--- config.mk ---
export PLATFORM = sky130hd
export DESIGN_NAME = cms_multi_range_trace_gate
export DESIGN_NICKNAME = d
export VERILOG_FILES = /design/src/rtl/cms_multi_range_trace_gate.sv
export SDC_FILE = /design/constraint.sdc
export NUM_CORES = 2
export LEC_CHECK = 0
export BUFFER_PORTS_ARGS = -buffer_cell sky130_fd_sc_hd__buf_2
export CAP_MARGIN = 20
export CORE_ASPECT_RATIO = 0.8
export CORE_UTILIZATION = 35
export DETAILED_ROUTE_END_ITERATION = 10
export GPL_ROUTABILITY_DRIVEN = 0
export REMOVE_ABC_BUFFERS = 1
export SYNTH_ARGS = -nofsm -noshare
export SYNTH_HDL_FRONTEND = slang
export SYNTH_SLANG_ARGS = --single-unit
--- constraint.sdc ---
create_clock -name clk -period 45 [get_ports clk]
set_input_delay 9 -clock clk [delete_from_list [all_inputs] [get_ports clk]]
set_output_delay 9 -clock clk [all_outputs]
set_load 0.01 [all_outputs]
--- src/rtl/cms_multi_range_trace_gate.sv ---
// Multi-range trace gate: filters the committed-instruction stream against
// NUM_RANGES address windows, start/end triggers and a WFI stop, buffers the
// accepted {pc, instr} packets and streams them out on an AXI-Stream master.
module cms_multi_range_trace_gate #(
  parameter int XLEN            = 64,
  parameter int INSTR_WIDTH     = 32,
  parameter int NUM_RANGES      = 4,
  parameter int FIFO_DEPTH      = 16,
  parameter int CTRL_DATA_WIDTH = 64,
  parameter logic [INSTR_WIDTH-1:0] WFI_INSTRUCTION = 32'h10500073
) (
  input  logic                            clk,
  input  logic                            rst_n,
  input  logic [INSTR_WIDTH-1:0]          instr,
  input  logic [XLEN-1:0]                 pc,
  input  logic                            pc_valid,
  output logic                            M_AXIS_tvalid,
  input  logic                            M_AXIS_tready,
  output logic [XLEN+INSTR_WIDTH-1:0]     M_AXIS_tdata,
  output logic                            M_AXIS_tlast,
  input  logic [31:0]                     tlast_interval,
  input  logic [7:0]                      ctrl_addr,
  input  logic [CTRL_DATA_WIDTH-1:0]      ctrl_wdata,
  input  logic                            ctrl_write_enable,
  output logic [31:0]                     dropped_count,
  output logic [$clog2(FIFO_DEPTH):0]     fifo_level
);

  localparam int PW = $clog2(FIFO_DEPTH);
  localparam int EW = XLEN + INSTR_WIDTH + 1;
  localparam logic [PW:0] DEPTH_L = (PW+1)'(FIFO_DEPTH);

  // Control / trigger state
  logic                  start_en_q, end_en_q, wfi_reached_q, trace_active_q;
  logic [XLEN-1:0]       start_addr_q, end_addr_q;
  logic [NUM_RANGES-1:0] range_mask_q;
  logic [XLEN-1:0]       lower_q [NUM_RANGES];
  logic [XLEN-1:0]       upper_q [NUM_RANGES];
  logic [31:0]           dropped_q;

  // Packet buffer state; entry = {pc, instr, force_last}
  logic [EW-1:0]         mem_q [FIFO_DEPTH];
  logic [PW-1:0]         wr_ptr_q, rd_ptr_q;
  logic [PW:0]           level_q;
  logic [31:0]           beat_q;

  logic in_range, start_hit, end_hit, armed, accept, full, wr_en, rd_en;
  logic is_wfi, ivl_hit;
  logic [EW-1:0] head;
  logic unused_wdata;

  assign unused_wdata = &{1'b0, ctrl_wdata};

  // Window match: an empty mask passes everything; lower>upper never matches
  always_comb begin
    in_range = (range_mask_q == '0);
    for (int i = 0; i < NUM_RANGES; i++) begin
      if (range_mask_q[i] && (pc >= lower_q[i]) && (pc <= upper_q[i]))
        in_range = 1'b1;
    end
  end

  assign is_wfi    = (instr == WFI_INSTRUCTION);
  assign start_hit = pc_valid & start_en_q & (pc == start_addr_q);
  assign end_hit   = pc_valid & end_en_q & (pc == end_addr_q);
  assign armed     = ~start_en_q | trace_active_q | start_hit;
  assign accept    = pc_valid & ~wfi_reached_q & armed & in_range;
  assign full      = (level_q == DEPTH_L);
  assign wr_en     = accept & ~full;
  assign rd_en     = M_AXIS_tvalid & M_AXIS_tready;

  // Output side: head of buffer, interval tlast uses >= so a shrunk interval
  // closes the packet on the very next beat
  assign head          = mem_q[rd_ptr_q];
  assign ivl_hit       = (tlast_interval != 32'd0) && (beat_q >= tlast_interval - 32'd1);
  assign M_AXIS_tvalid = (level_q != '0);
  assign M_AXIS_tdata  = M_AXIS_tvalid ? head[EW-1:1] : '0;
  assign M_AXIS_tlast  = M_AXIS_tvalid & (head[0] | ivl_hit);
  assign fifo_level    = level_q;
  assign dropped_count = dropped_q;

  // Control registers; hardware updates first, a same-cycle ctrl write overrides
  always_ff @(posedge clk) begin
    if (!rst_n) begin
      start_en_q     <= 1'b0;
      end_en_q       <= 1'b0;
      start_addr_q   <= '0;
      end_addr_q     <= '1;
      wfi_reached_q  <= 1'b0;
      trace_active_q <= 1'b0;
      range_mask_q   <= '0;
      dropped_q      <= '0;
      for (int i = 0; i < NUM_RANGES; i++) begin
        lower_q[i] <= '0;
        upper_q[i] <= '1;
      end
    end else begin
      if (end_hit)
        trace_active_q <= 1'b0;
      else if (start_hit)
        trace_active_q <= 1'b1;
      if (pc_valid && is_wfi)
        wfi_reached_q <= 1'b1;
      if (accept && full && (dropped_q != '1))
        dropped_q <= dropped_q + 32'd1;
      if (ctrl_write_enable) begin
        case (ctrl_addr)
          8'h00: start_en_q    <= ctrl_wdata[0];
          8'h01: end_en_q      <= ctrl_wdata[0];
          8'h02: start_addr_q  <= ctrl_wdata[XLEN-1:0];
          8'h03: end_addr_q    <= ctrl_wdata[XLEN-1:0];
          8'h04: wfi_reached_q <= ctrl_wdata[0];
          8'h05: range_mask_q  <= ctrl_wdata[NUM_RANGES-1:0];
          8'h06: dropped_q     <= '0;
          default: ;
        endcase
        for (int i = 0; i < NUM_RANGES; i++) begin
          if (ctrl_addr == 8'(16 + 2*i)) lower_q[i] <= ctrl_wdata[XLEN-1:0];
          if (ctrl_addr == 8'(17 + 2*i)) upper_q[i] <= ctrl_wdata[XLEN-1:0];
        end
      end
    end
  end

  // Buffer pointers, occupancy and beat counter
  always_ff @(posedge clk) begin
    if (!rst_n) begin
      wr_ptr_q <= '0;
      rd_ptr_q <= '0;
      level_q  <= '0;
      beat_q   <= '0;
    end else begin
      if (wr_en) wr_ptr_q <= wr_ptr_q + 1'b1;
      if (rd_en) begin
        rd_ptr_q <= rd_ptr_q + 1'b1;
        beat_q   <= M_AXIS_tlast ? 32'd0 : beat_q + 32'd1;
      end
      case ({wr_en, rd_en})
        2'b10:   level_q <= level_q + 1'b1;
        2'b01:   level_q <= level_q - 1'b1;
        default: ;
      endcase
    end
  end

  // Packet storage (data only, no reset)
  always_ff @(posedge clk) begin
    if (wr_en) mem_q[wr_ptr_q] <= {pc, instr, is_wfi};
  end

endmodule

==> run_results.csv <==
group,metric,value,unit
outcome,status,"finished clean",
synth,ys_types,73,
synth,synthTopCellsByCount,"edfxtp_1 (2064), inv_1 (567), ha_1 (556)",
synth,synth_area_leader_cell,"edfxtp_1",
finish,fill_cells,26183,
detailed_routing,dr.pass1.iters,6,
sta,rsz0062_at_grt,"false",
finish,drive_above_1_share,0.203,
sta,finalCriticalPeriod,22.30,ns
global_route,grt-ovfl-total,0,
detailed_routing,dr_total_vias,59522,
global_route,grt_use_total,0.197,
die,die_y,484,um
synth,synth_edf_count,2064,
critical_path,critPathSlowestCell,"nor4b_1",
synth,synth-seq-cells,2281,
critical_path,r2r_start,"lower_q[3][14]",
synth,synth_top_area_share,0.610,
clock_network,cts-root-buf,"clkbuf_16",
synth,yosysSeqAreaShare,0.653,
critical_path,r2r_cells,15,
critical_path,critPathKind,"primary input to output port",
die,rows,176,
detailed_routing,ant_nets,0,
global_route,antenna_found_initial,89,
placed_design,dp_hpwl,174000,um
job,max-cap-violations,0,
pwr,ir_worst_vdd,0.0000441,V
global_route,grt_max_degree,124,
pwr,p_total,5380,uW
sta,min_period_over_period,0.496,
critical_path,worst-path-buf-inv,2,
sta,tightest_slew,1.23,ns
sta,hold_viol,0,
die,die_area,293000,um^2
clock_network,cts_hold_buf,0,
min_path,min_to,"end_en_q",
detailed_routing,drt_iter0_drc,5952,
synth,avgSynthCellArea,15.4,um^2
detailed_routing,viasPerCell,5.37,
die,die_x,604,um
clock_network,clock-sinks,2281,
clock_network,post-cts-setup-buffer-count,0,
clock_network,cts_htree_levels,4,
clock_network,insertion_delay,0.94,ns
sta,slew_headroom,0.171,
die,start_util,0.353,
synth,synth_area_leaders,"edfxtp_1 (61%), mux4_2 (11%), ha_1 (6.8%), dfxtp_1 (4.3%), and2_1 (2.2%)",
sta,fin_skew,0.124,ns
min_path,hp-class,"flip-flop to flip-flop",
critical_path,setup.worst_path.end_class,"output port",
critical_path,max_stage_delay,0.66,ns
min_path,min-delay-start,"end_en_q",
finish,area_growth,14.2,%
critical_path,rr_endpoint,"mem_q[2][80]",
clock_network,clockBufferDepth,4,
detailed_routing,wl_per_cell,26.4,um
sta,setup_violations,0,
sta,fin_setup_tns,0,ns
critical_path,worstPathMaxFanout,4,
pwr,power_density,46.3,nW/um^2
synth,synthFlopType,"edfxtp_1",
clock_network,clkTransAtPathRegs,0.07,ns
critical_path,cp.required,36.00,ns
global_route,first_global_vias,58941,
sta,drv_slew,0,
synth,synth_most_common_cell,"edfxtp_1",
critical_path,path_delay_family,"simple AND/OR/NAND/NOR gates",
sta,fmax,44.8,MHz
die,io-pin-count,340,
min_path,whs_path_depth,2,
synth,synth_area,102000,um^2
clock_network,cts_tree,"done",
critical_path,crit_chain,"buf_2, nor4_1, nor4b_1, nand2_1, nor2_1, nand2_1, or2_2, nor2_1, nand2_1, nor2_1, xnor2_1, ha_1, a21o_1, a21o_1, a21oi_1, o21ai_0, or3_1, nand3_1, nor2b_1, buf_2",
critical_path,cp-start-kind,"primary input",
clock_network,post_cts_resized,0,
sta,whs,0.463,ns
detailed_routing,finalWirelength,293000,um
global_route,grt_pass1_wl,419000,um
finish,finalNonFillerCells,11091,
detailed_routing,drc,0,
pwr,p_leak,0.0413,uW
synth,syn_inst,6614,
critical_path,reg2reg_slack,37.93,ns
finish,fin_nets,7814,
synth,yosys_warnings,0,
clock_network,numCtsBuffers,234,
die,coreArea,288000,um^2
placed_design,portBuffers,339,
critical_path,cp.arrival,13.30,ns
placed_design,placedCellCount,10641,
synth,ys_async_sr_fraction,0,
==> stage by stage <==
| stage | util | worst slack (ns) | area (um^2) |
|---|---|---|---|
| global route | 0.403 | 22.39 | 116000 |
| finish | 0.403 | 22.70 | 116000 |
| global placement | 0.376 | 22.83 | 108000 |
| CTS | 0.403 | 22.78 | 116000 |
| floorplan | - | 18.54 | 101000 |
| detailed placement | 0.376 | 22.82 | 108000 |
==> power breakdown <==
group	switching (uW)	internal, uW
Combinational	584	434
Clock	831	1130
Sequential	27.1	2380
==> layout make-up <==
class / instances / area, um^2 / share of cell area
Sequential cell: 2281 / 66300 / 0.571
Clock buffer: 281 / 6090 / 0.0525
Antenna cell: 22 / 55.1 / 0.000474
Inverter: 568 / 2130 / 0.0184
Timing Repair Buffer: 450 / 2650 / 0.0229
Multi-Input combinational cell: 3517 / 32500 / 0.280
Tap cell: 3827 / 4790 / 0.0412
Clock inverter: 145 / 1520 / 0.0131
==> per-layer routing <==
| metal | track usage | routed length [um] | up-vias |
|---|---|---|---|
| li1 | - | - | 25996 |
| met1 | 0.277 | 127000 | 30836 |
| met2 | 0.316 | 137000 | 2165 |
| met3 | 0.0326 | 21100 | 501 |
| met4 | 0.0543 | 8360 | 24 |
| met5 | 0 | 137 | - |
==> kinds of logic after synthesis <==
family                   Yosys count  share of synthesized area
adder cells (fa/ha/maj)          557                     0.0686
XOR/XNOR                         191                     0.0165
AO/OA/AOI/OAI                    595                     0.0361
multiplexers                     494                      0.108
flip-flops                      2281                      0.653
AND/OR/NAND/NOR                 1680                     0.0877
buffers and inverters            816                     0.0302
==> sequential cells by signal, summed over array words and instances (netlist names), named ones only <==
register,cells
beat_q,32
dropped_count,32
end_addr_q,64
end_en_q,1
fifo_level,5
lower_q,256
mem_q,1552
range_mask_q,4
rd_ptr_q,4
start_addr_q,64
start_en_q,1
trace_active_q,1
upper_q,256
wfi_reached_q,1
wr_ptr_q,4
==> worst max path at each step <==
stage,startpoint,endpoint,slack [ns],cells after the start
3_3_place_gp,tlast_interval[2],M_AXIS_tlast,22.83,20
5_1_grt,tlast_interval[2],M_AXIS_tlast,22.39,20
6_report,tlast_interval[2],M_AXIS_tlast,22.70,20
3_5_place_dp,tlast_interval[2],M_AXIS_tlast,22.82,20
2_1_floorplan,flip-flop,M_AXIS_tlast,18.54,6
4_1_cts,tlast_interval[2],M_AXIS_tlast,22.78,20
==> placed cells by master (no fill, tap or decap), drive strengths merged, types with 8 or more instances in the layout <==
master      n
a2111oi    10
a211oi     22
a21o       67
a21oi     268
a221o       9
a221oi     18
a31oi       8
and2      366
and3       17
buf       450
bufinv     29
clkbuf    281
clkinv    105
dfxtp     217
diode      22
edfxtp   2064
ha        556
inv       572
mux2i       9
mux4      485
nand2     417
nand2b     15
nand3     141
nand4     129
nor2      172
nor2b      17
nor3       35
nor4       58
o211ai     15
o21a        8
o21ai     100
o22ai       8
o31ai      11
or2       137
or3       142
or4        11
xnor2     100
xor2       91
==> worst min-delay path: stages (launching register included) <==
cell and delay, ns:
dfxtp_1 0.31, nand2_1 0.05, a21oi_1 0.05
Note: power is estimated with default switching activity, not from simulation.
